==> src/rtl/airi5c_wb_collect_pkg.sv <==
// Shared widths and encodings for the write-back collector and its helpers.
package airi5c_wb_collect_pkg;

  localparam int XPR_LEN          = 32;
  localparam int WB_SRC_SEL_WIDTH = 2;

  // Result source select codes
  localparam logic [WB_SRC_SEL_WIDTH-1:0] WB_SRC_ALU  = 2'd0;
  localparam logic [WB_SRC_SEL_WIDTH-1:0] WB_SRC_MEM  = 2'd1;
  localparam logic [WB_SRC_SEL_WIDTH-1:0] WB_SRC_CSR  = 2'd2;
  localparam logic [WB_SRC_SEL_WIDTH-1:0] WB_SRC_LINK = 2'd3;

  // Load funct3 codes
  localparam logic [2:0] RV32_FUNCT3_LB  = 3'b000;
  localparam logic [2:0] RV32_FUNCT3_LH  = 3'b001;
  localparam logic [2:0] RV32_FUNCT3_LW  = 3'b010;
  localparam logic [2:0] RV32_FUNCT3_LBU = 3'b100;
  localparam logic [2:0] RV32_FUNCT3_LHU = 3'b101;

endpackage

==> src/rtl/airi5c_wb_collect_load_align.sv <==
// Load data alignment and sign/zero extension; purely combinational so the
// debug module can reuse it on its own memory path.
import airi5c_wb_collect_pkg::*;

module airi5c_load_align (
  input  logic [2:0]         mem_type,
  input  logic [1:0]         addr_lsb,
  input  logic [XPR_LEN-1:0] rdata,
  output logic [XPR_LEN-1:0] data
);

  logic [7:0]  sel_byte;
  logic [15:0] sel_half;

  // Pick the addressed byte and halfword, then extend according to the load type
  always_comb begin
    sel_byte = rdata[7:0];
    case (addr_lsb)
      2'd0: sel_byte = rdata[7:0];
      2'd1: sel_byte = rdata[15:8];
      2'd2: sel_byte = rdata[23:16];
      2'd3: sel_byte = rdata[31:24];
      default: sel_byte = rdata[7:0];
    endcase
    sel_half = addr_lsb[1] ? rdata[31:16] : rdata[15:0];
    case (mem_type)
      RV32_FUNCT3_LB:  data = {{(XPR_LEN-8){sel_byte[7]}}, sel_byte};
      RV32_FUNCT3_LH:  data = {{(XPR_LEN-16){sel_half[15]}}, sel_half};
      RV32_FUNCT3_LBU: data = {{(XPR_LEN-8){1'b0}}, sel_byte};
      RV32_FUNCT3_LHU: data = {{(XPR_LEN-16){1'b0}}, sel_half};
      RV32_FUNCT3_LW:  data = rdata;
      default:         data = rdata;
    endcase
  end

endmodule

==> src/rtl/airi5c_wb_collect.sv <==
// Write-back collector: takes one retiring instruction from EX, picks the
// result source, waits for the load response when needed and drives a single
// registered register-file write port (also the operand bypass source).
import airi5c_wb_collect_pkg::*;

module airi5c_wb_collect (
  input  logic                        clk_i,
  input  logic                        rst_i,
  input  logic                        ex_valid_i,
  output logic                        ex_ready_o,
  input  logic [WB_SRC_SEL_WIDTH-1:0] wb_src_sel_i,
  input  logic [4:0]                  rd_addr_i,
  input  logic                        rd_wen_i,
  input  logic [XPR_LEN-1:0]          alu_result_i,
  input  logic [XPR_LEN-1:0]          csr_rdata_i,
  input  logic [XPR_LEN-1:0]          pc_i,
  input  logic                        was_compressed_i,
  input  logic [2:0]                  mem_type_i,
  input  logic [1:0]                  mem_addr_lsb_i,
  input  logic                        dmem_rvalid_i,
  input  logic [XPR_LEN-1:0]          dmem_rdata_i,
  input  logic                        dmem_err_i,
  output logic                        rf_wen_o,
  output logic [4:0]                  rf_waddr_o,
  output logic [XPR_LEN-1:0]          rf_wdata_o,
  output logic                        load_err_o
);

  typedef enum logic {
    IDLE     = 1'b0,
    WAIT_MEM = 1'b1
  } state_t;

  state_t             state, next_state;
  logic [4:0]         cap_rd_addr;
  logic               cap_rd_wen;
  logic [2:0]         cap_mem_type;
  logic [1:0]         cap_addr_lsb;
  logic [XPR_LEN-1:0] load_data;
  logic [XPR_LEN-1:0] link_addr;
  logic               wb_wen;
  logic [4:0]         wb_addr;
  logic [XPR_LEN-1:0] wb_data;
  logic               wb_err;
  logic               accept;

  assign ex_ready_o = (state == IDLE);
  assign accept     = ex_valid_i & ex_ready_o;
  assign link_addr  = pc_i + (was_compressed_i ? XPR_LEN'(2) : XPR_LEN'(4));

  airi5c_load_align u_load_align (
    .mem_type (cap_mem_type),
    .addr_lsb (cap_addr_lsb),
    .rdata    (dmem_rdata_i),
    .data     (load_data)
  );

  // State register; reset abandons any outstanding load
  always_ff @(posedge clk_i or posedge rst_i) begin
    if (rst_i) state <= IDLE;
    else       state <= next_state;
  end

  // Capture the destination and load shape of the accepted instruction
  always_ff @(posedge clk_i or posedge rst_i) begin
    if (rst_i) begin
      cap_rd_addr  <= '0;
      cap_rd_wen   <= 1'b0;
      cap_mem_type <= '0;
      cap_addr_lsb <= '0;
    end else if (accept) begin
      cap_rd_addr  <= rd_addr_i;
      cap_rd_wen   <= rd_wen_i;
      cap_mem_type <= mem_type_i;
      cap_addr_lsb <= mem_addr_lsb_i;
    end
  end

  // Next state and the write/error request for the coming edge
  always_comb begin
    next_state = state;
    wb_wen     = 1'b0;
    wb_addr    = rd_addr_i;
    wb_data    = '0;
    wb_err     = 1'b0;
    case (state)
      IDLE: begin
        if (ex_valid_i) begin
          if (wb_src_sel_i == WB_SRC_MEM) begin
            next_state = WAIT_MEM;
          end else begin
            wb_wen = rd_wen_i & (rd_addr_i != 5'd0);
            case (wb_src_sel_i)
              WB_SRC_ALU:  wb_data = alu_result_i;
              WB_SRC_CSR:  wb_data = csr_rdata_i;
              WB_SRC_LINK: wb_data = link_addr;
              default:     wb_data = '0;
            endcase
          end
        end
      end
      WAIT_MEM: begin
        wb_addr = cap_rd_addr;
        if (dmem_rvalid_i) begin
          next_state = IDLE;
          if (dmem_err_i) begin
            wb_err = 1'b1;
          end else begin
            wb_wen  = cap_rd_wen & (cap_rd_addr != 5'd0);
            wb_data = load_data;
          end
        end
      end
      default: next_state = IDLE;
    endcase
  end

  // Registered write port; address and data hold while no write is issued
  always_ff @(posedge clk_i or posedge rst_i) begin
    if (rst_i) begin
      rf_wen_o   <= 1'b0;
      rf_waddr_o <= '0;
      rf_wdata_o <= '0;
      load_err_o <= 1'b0;
    end else begin
      rf_wen_o   <= wb_wen;
      load_err_o <= wb_err;
      if (wb_wen) begin
        rf_waddr_o <= wb_addr;
        rf_wdata_o <= wb_data;
      end
    end
  end

endmodule

==> config.mk <==
export PLATFORM = sky130hd
export DESIGN_NAME = airi5c_wb_collect
export DESIGN_NICKNAME = d
export VERILOG_FILES = /design/src/rtl/airi5c_wb_collect_pkg.sv /design/src/rtl/airi5c_wb_collect_load_align.sv /design/src/rtl/airi5c_wb_collect.sv
export SDC_FILE = /design/constraint.sdc
export NUM_CORES = 1
export LEC_CHECK = 0
export CORE_ASPECT_RATIO = 1.5
export CORE_UTILIZATION = 39
export DETAILED_ROUTE_END_ITERATION = 10
export HOLD_SLACK_MARGIN = 0.08
export PLACE_DENSITY = 0.79
export SLEW_MARGIN = 20
export SYNTH_ARGS = -nofsm -noshare
export SYNTH_HDL_FRONTEND = slang
export SYNTH_HIERARCHICAL = 1
export SYNTH_SLANG_ARGS = --single-unit
==> constraint.sdc <==
create_clock -name clk_i -period 2.1 [get_ports clk_i]
set_input_delay 0.42 -clock clk_i [delete_from_list [all_inputs] [get_ports clk_i]]
set_output_delay 0.42 -clock clk_i [all_outputs]
set_load 0.02 [all_outputs]
==> metrics.md <==
| Metric | Value |
|---|---|
| Starting Density | `0.400` |
| Largest net degree at the start of global routing | `52` |
| Most frequent cells in the layout | `clkdlybuf4s50_1, nand2_1, buf_4` |
| Layout Skew | `4.75 ps` |
| Post-layout nets | `959` |
| Vias/cell | `5.65` |
| Failing checks | `setup timing` |
| Crit path setup slack, layout | `-192 ps` |
| Die area | `0.0113 mm^2` |
| Cts bufs inserted | `5` |
| Sequential power share | `0.311` |
| Most used cell, CP | `buf_6` |
| HP Class | `in2async` |
| Buffers on Ports | `186` |
| Worst-path clk slew | `70 ps` |
| Synth-to-layout area growth | `77.9%` |
| Critical path required time | `2290 ps` |
| Post-synth top flop | `dfrtp_1` |
| Setup CP Type | `in2reg` |
| Pwr Total | `4.36 mW` |
| Residual DRC count | `0` |
| Hold_buf cts | `0` |
| Routed via count | `5391` |
| Total GRT Usage | `0.307` |
| # IOs | `187` |
| Unique masters post-synth | `56` |
| RSZ-0062 raised after global routing | `true` |
| Final Hold Vio Count | `0` |
| Slew HR | `0.563` |
| Final instance area | `0.00754 mm^2` |
| Status | `finished, violations left` |
| Worst setup path startpoint | `was_compressed_i` |
| Warnings, synthesis | `6` |
| Critical Path End Type | `flop` |
| H-tree levels | `2` |
| Clock Path Buffers | `2` |
| FMAX | `436 MHz` |
| First-pass GRT wire length | `26400 um` |
| Core Region | `0.0106 mm^2` |
| Final setup viols | `15` |
| WL/cell | `19.1 um` |
| CTS Root Cell | `clkbuf_16` |
| Worst-Margin Slew | `654 ps` |
| Post-layout util | `0.712` |
| Vias in the first global route | `5300` |
| Synthesized flop and latch total | `51` |
| Synthesized instance count | `544` |
| Multi-input gate area | `0.00298 mm^2` |
| Register area share after synthesis | `0.301` |
| TritonRoute pass-1 iters | `6` |
| Most common cell after layout, fill and taps aside | `clkdlybuf4s50_1` |
| Sw Share | `0.370` |
| DRT iter0 DRCs | `450` |
| Setup WS pre-CTS | `-912 ps` |
| Remaining Overflow, GRT | `0` |
| Share of post-route cells with drive strength above 1 | `0.226` |
| Switch Pwr | `1.61 mW` |
| Fin. max-slew vios | `0` |
| Async set-reset flop share out of synthesis | `1.00` |
| Fill count | `844` |
| Post-Syn Area | `0.00424 mm^2` |
| Synth Area in XOR/XNOR | `0.0537` |
| Post-Synth Adder-Cell Area | `0.0106` |
| Tmin final | `2290 ps` |
| Mux contribution to synthesized area | `0.0900` |
| Leakage | `3.33 nW` |
| CP startpoint kind | `input pin` |
| Syn nets | `694` |
| Synth Area in Simple Gates | `0.255` |
| Register area | `0.00128 mm^2` |
| FF-to-FF setup slack | `-10 ps` |
| Cell Chain, Critical Path | `buf_8, buf_6, fa_2, nand4b_1, buf_4, nor3_4, buf_6, nand3_4, xnor2_2, a211oi_2, a311oi_1` |
| Chip width | `87.1 um` |
| TritonCTS clock tree | `built` |
| Critical Path AT | `2490 ps` |
| Clock Power Share | `0.192` |
| CP max FO | `4` |
| Clock latency on the worst-skew pair | `300 ps` |
| Diode count | `0` |
| Critical Path Max Stage Delay | `380 ps` |
| Reg-to-reg startpoint | `cap_addr_lsb[1]` |
| WL final | `18300 um` |
| Post-DP HPWL | `13500 um` |
| Critical path's slowest cell | `fa_2` |
| Clock Sinks | `51` |
| Row cnt | `46` |
| Placed cell area | `0.00679 mm^2` |
| Routability cong. | `0.948` |
| Pint | `2.75 mW` |
| Initial antenna violation count | `0` |
| Avg Cell Area, Syn | `7.79 um^2` |
| Final Cycle Share | `1.09` |
| Final ANT Viol Nets | `0` |
| Number of max-cap violations | `0` |
| EDFF count, synth | `0` |
| Die height | `130 um` |
| Logic pwr share | `0.497` |
| Power density cells | `578 mW/mm^2` |
| VDD IR-drop max | `343 uV` |
| Largest family of logic cells by synthesized area | `simple AND/OR/NAND/NOR gates` |
| Compound-Gate Fraction of Synth Area | `0.231` |
## registers in the layout (all words and copies together), names as in the netlist
signal,flops
rf_wdata_o,32
cap_mem_type,3
rf_wen_o,1
cap_rd_wen,1
load_err_o,1
cap_addr_lsb,2
state,1
rf_waddr_o,5
cap_rd_addr,5
## path summary, 6_finish.rpt
check                            endpoint  depth (start not counted)
min in group clk_i         cap_rd_addr[3]                          4
hold / removal                   rf_wen_o                          3
setup / recovery           rf_wdata_o[25]                         11
setup reg to reg           rf_wdata_o[19]                          8
max in group asynchronous   rf_waddr_o[2]                          3
hold reg to reg             rf_waddr_o[0]                          2
## cell type report
| type | instances | area share |
|---|---|---|
| tap | 144 | 0.0239 |
| timing repair buffer | 294 | 0.379 |
| multi-input combinational | 443 | 0.395 |
| clock buffer | 5 | 0.0166 |
| timing repair inverter | 2 | 0.00365 |
| sequential | 51 | 0.169 |
| clock inverter | 3 | 0.00332 |
| inverter | 12 | 0.00946 |
## synthesized netlist by cell type, drive strengths merged (3+ instances only)
| master | instances | area (um^2) |
|---|---|---|
| a211oi | 12 | 90.1 |
| a21oi | 22 | 121 |
| a221oi | 7 | 61.3 |
| a22o | 7 | 61.3 |
| a22oi | 16 | 120 |
| a311oi | 12 | 105 |
| a31oi | 3 | 18.8 |
| and2 | 6 | 37.5 |
| and3 | 7 | 43.8 |
| and4 | 3 | 26.3 |
| buf | 22 | 144 |
| clkbuf | 16 | 60.1 |
| dfrtp | 51 | 1280 |
| inv | 12 | 47.6 |
| mux2 | 7 | 78.8 |
| mux2i | 28 | 280 |
| nand2 | 125 | 469 |
| nand3 | 17 | 90.1 |
| nand4 | 8 | 50.1 |
| nor2 | 46 | 173 |
| nor2b | 4 | 25.0 |
| nor4 | 3 | 33.8 |
| o211ai | 9 | 81.3 |
| o21ai | 48 | 240 |
| or4 | 3 | 30.0 |
| xnor2 | 24 | 210 |
## metal layers
metal / track usage / up-vias / wire [um]
li1: - / 2485 / -
met1: 0.350 / 2522 / 6580
met2: 0.562 / 321 / 9620
met3: 0.0310 / 63 / 1170
met4: 0.156 / 0 / 891
met5: 0 / - / 0
## through the flow
step / hold WS (ps) / TNS (ps) / instances
CTS: 491 / -761 / 939
global route: 485 / -2840 / 954
finish: 477 / -1370 / 954
floorplan: 444 / -1600 / 544
global placement: 460 / -20950 / 920
detailed placement: 475 / -22930 / 920
## power groups by stage
stage	registers, mW	clock network [mW]	logic [mW]
after floorplan	1.55	0	0.731
after global placement	1.36	0	1.93
after detailed placement	1.37	0	1.97
after CTS	1.35	0.841	2.02
after global routing	1.38	0.875	2.31
final	1.35	0.838	2.17
## cell families (layout without fill, tap and decap cells)
family	count (synthesis)	after routing
multiplexers	36	36
flip-flops	51	51
XOR/XNOR	26	26
adder cells (fa/ha/maj)	3	3
AO/OA/AOI/OAI	145	145
AND/OR/NAND/NOR	233	233
buffers and inverters	50	316
## critical path: cells and delay by family
family	cells	cell delay, ps
AOI/OAI and AO/OA	2	380
and+or+nand+nor	3	530
adders and majority gates	1	380
buffers and inverters	4	590
xor gates and xnor gates	1	190
## repair_timing
item                                    in CTS  in global routing
gates cloned                                 1                  3
setup buffers                               10                 15
endpoints found under the setup margin      37                 29
resized for setup                           40                 65
pin swaps                                   29                 35
Power figures use the tool's default switching activity.
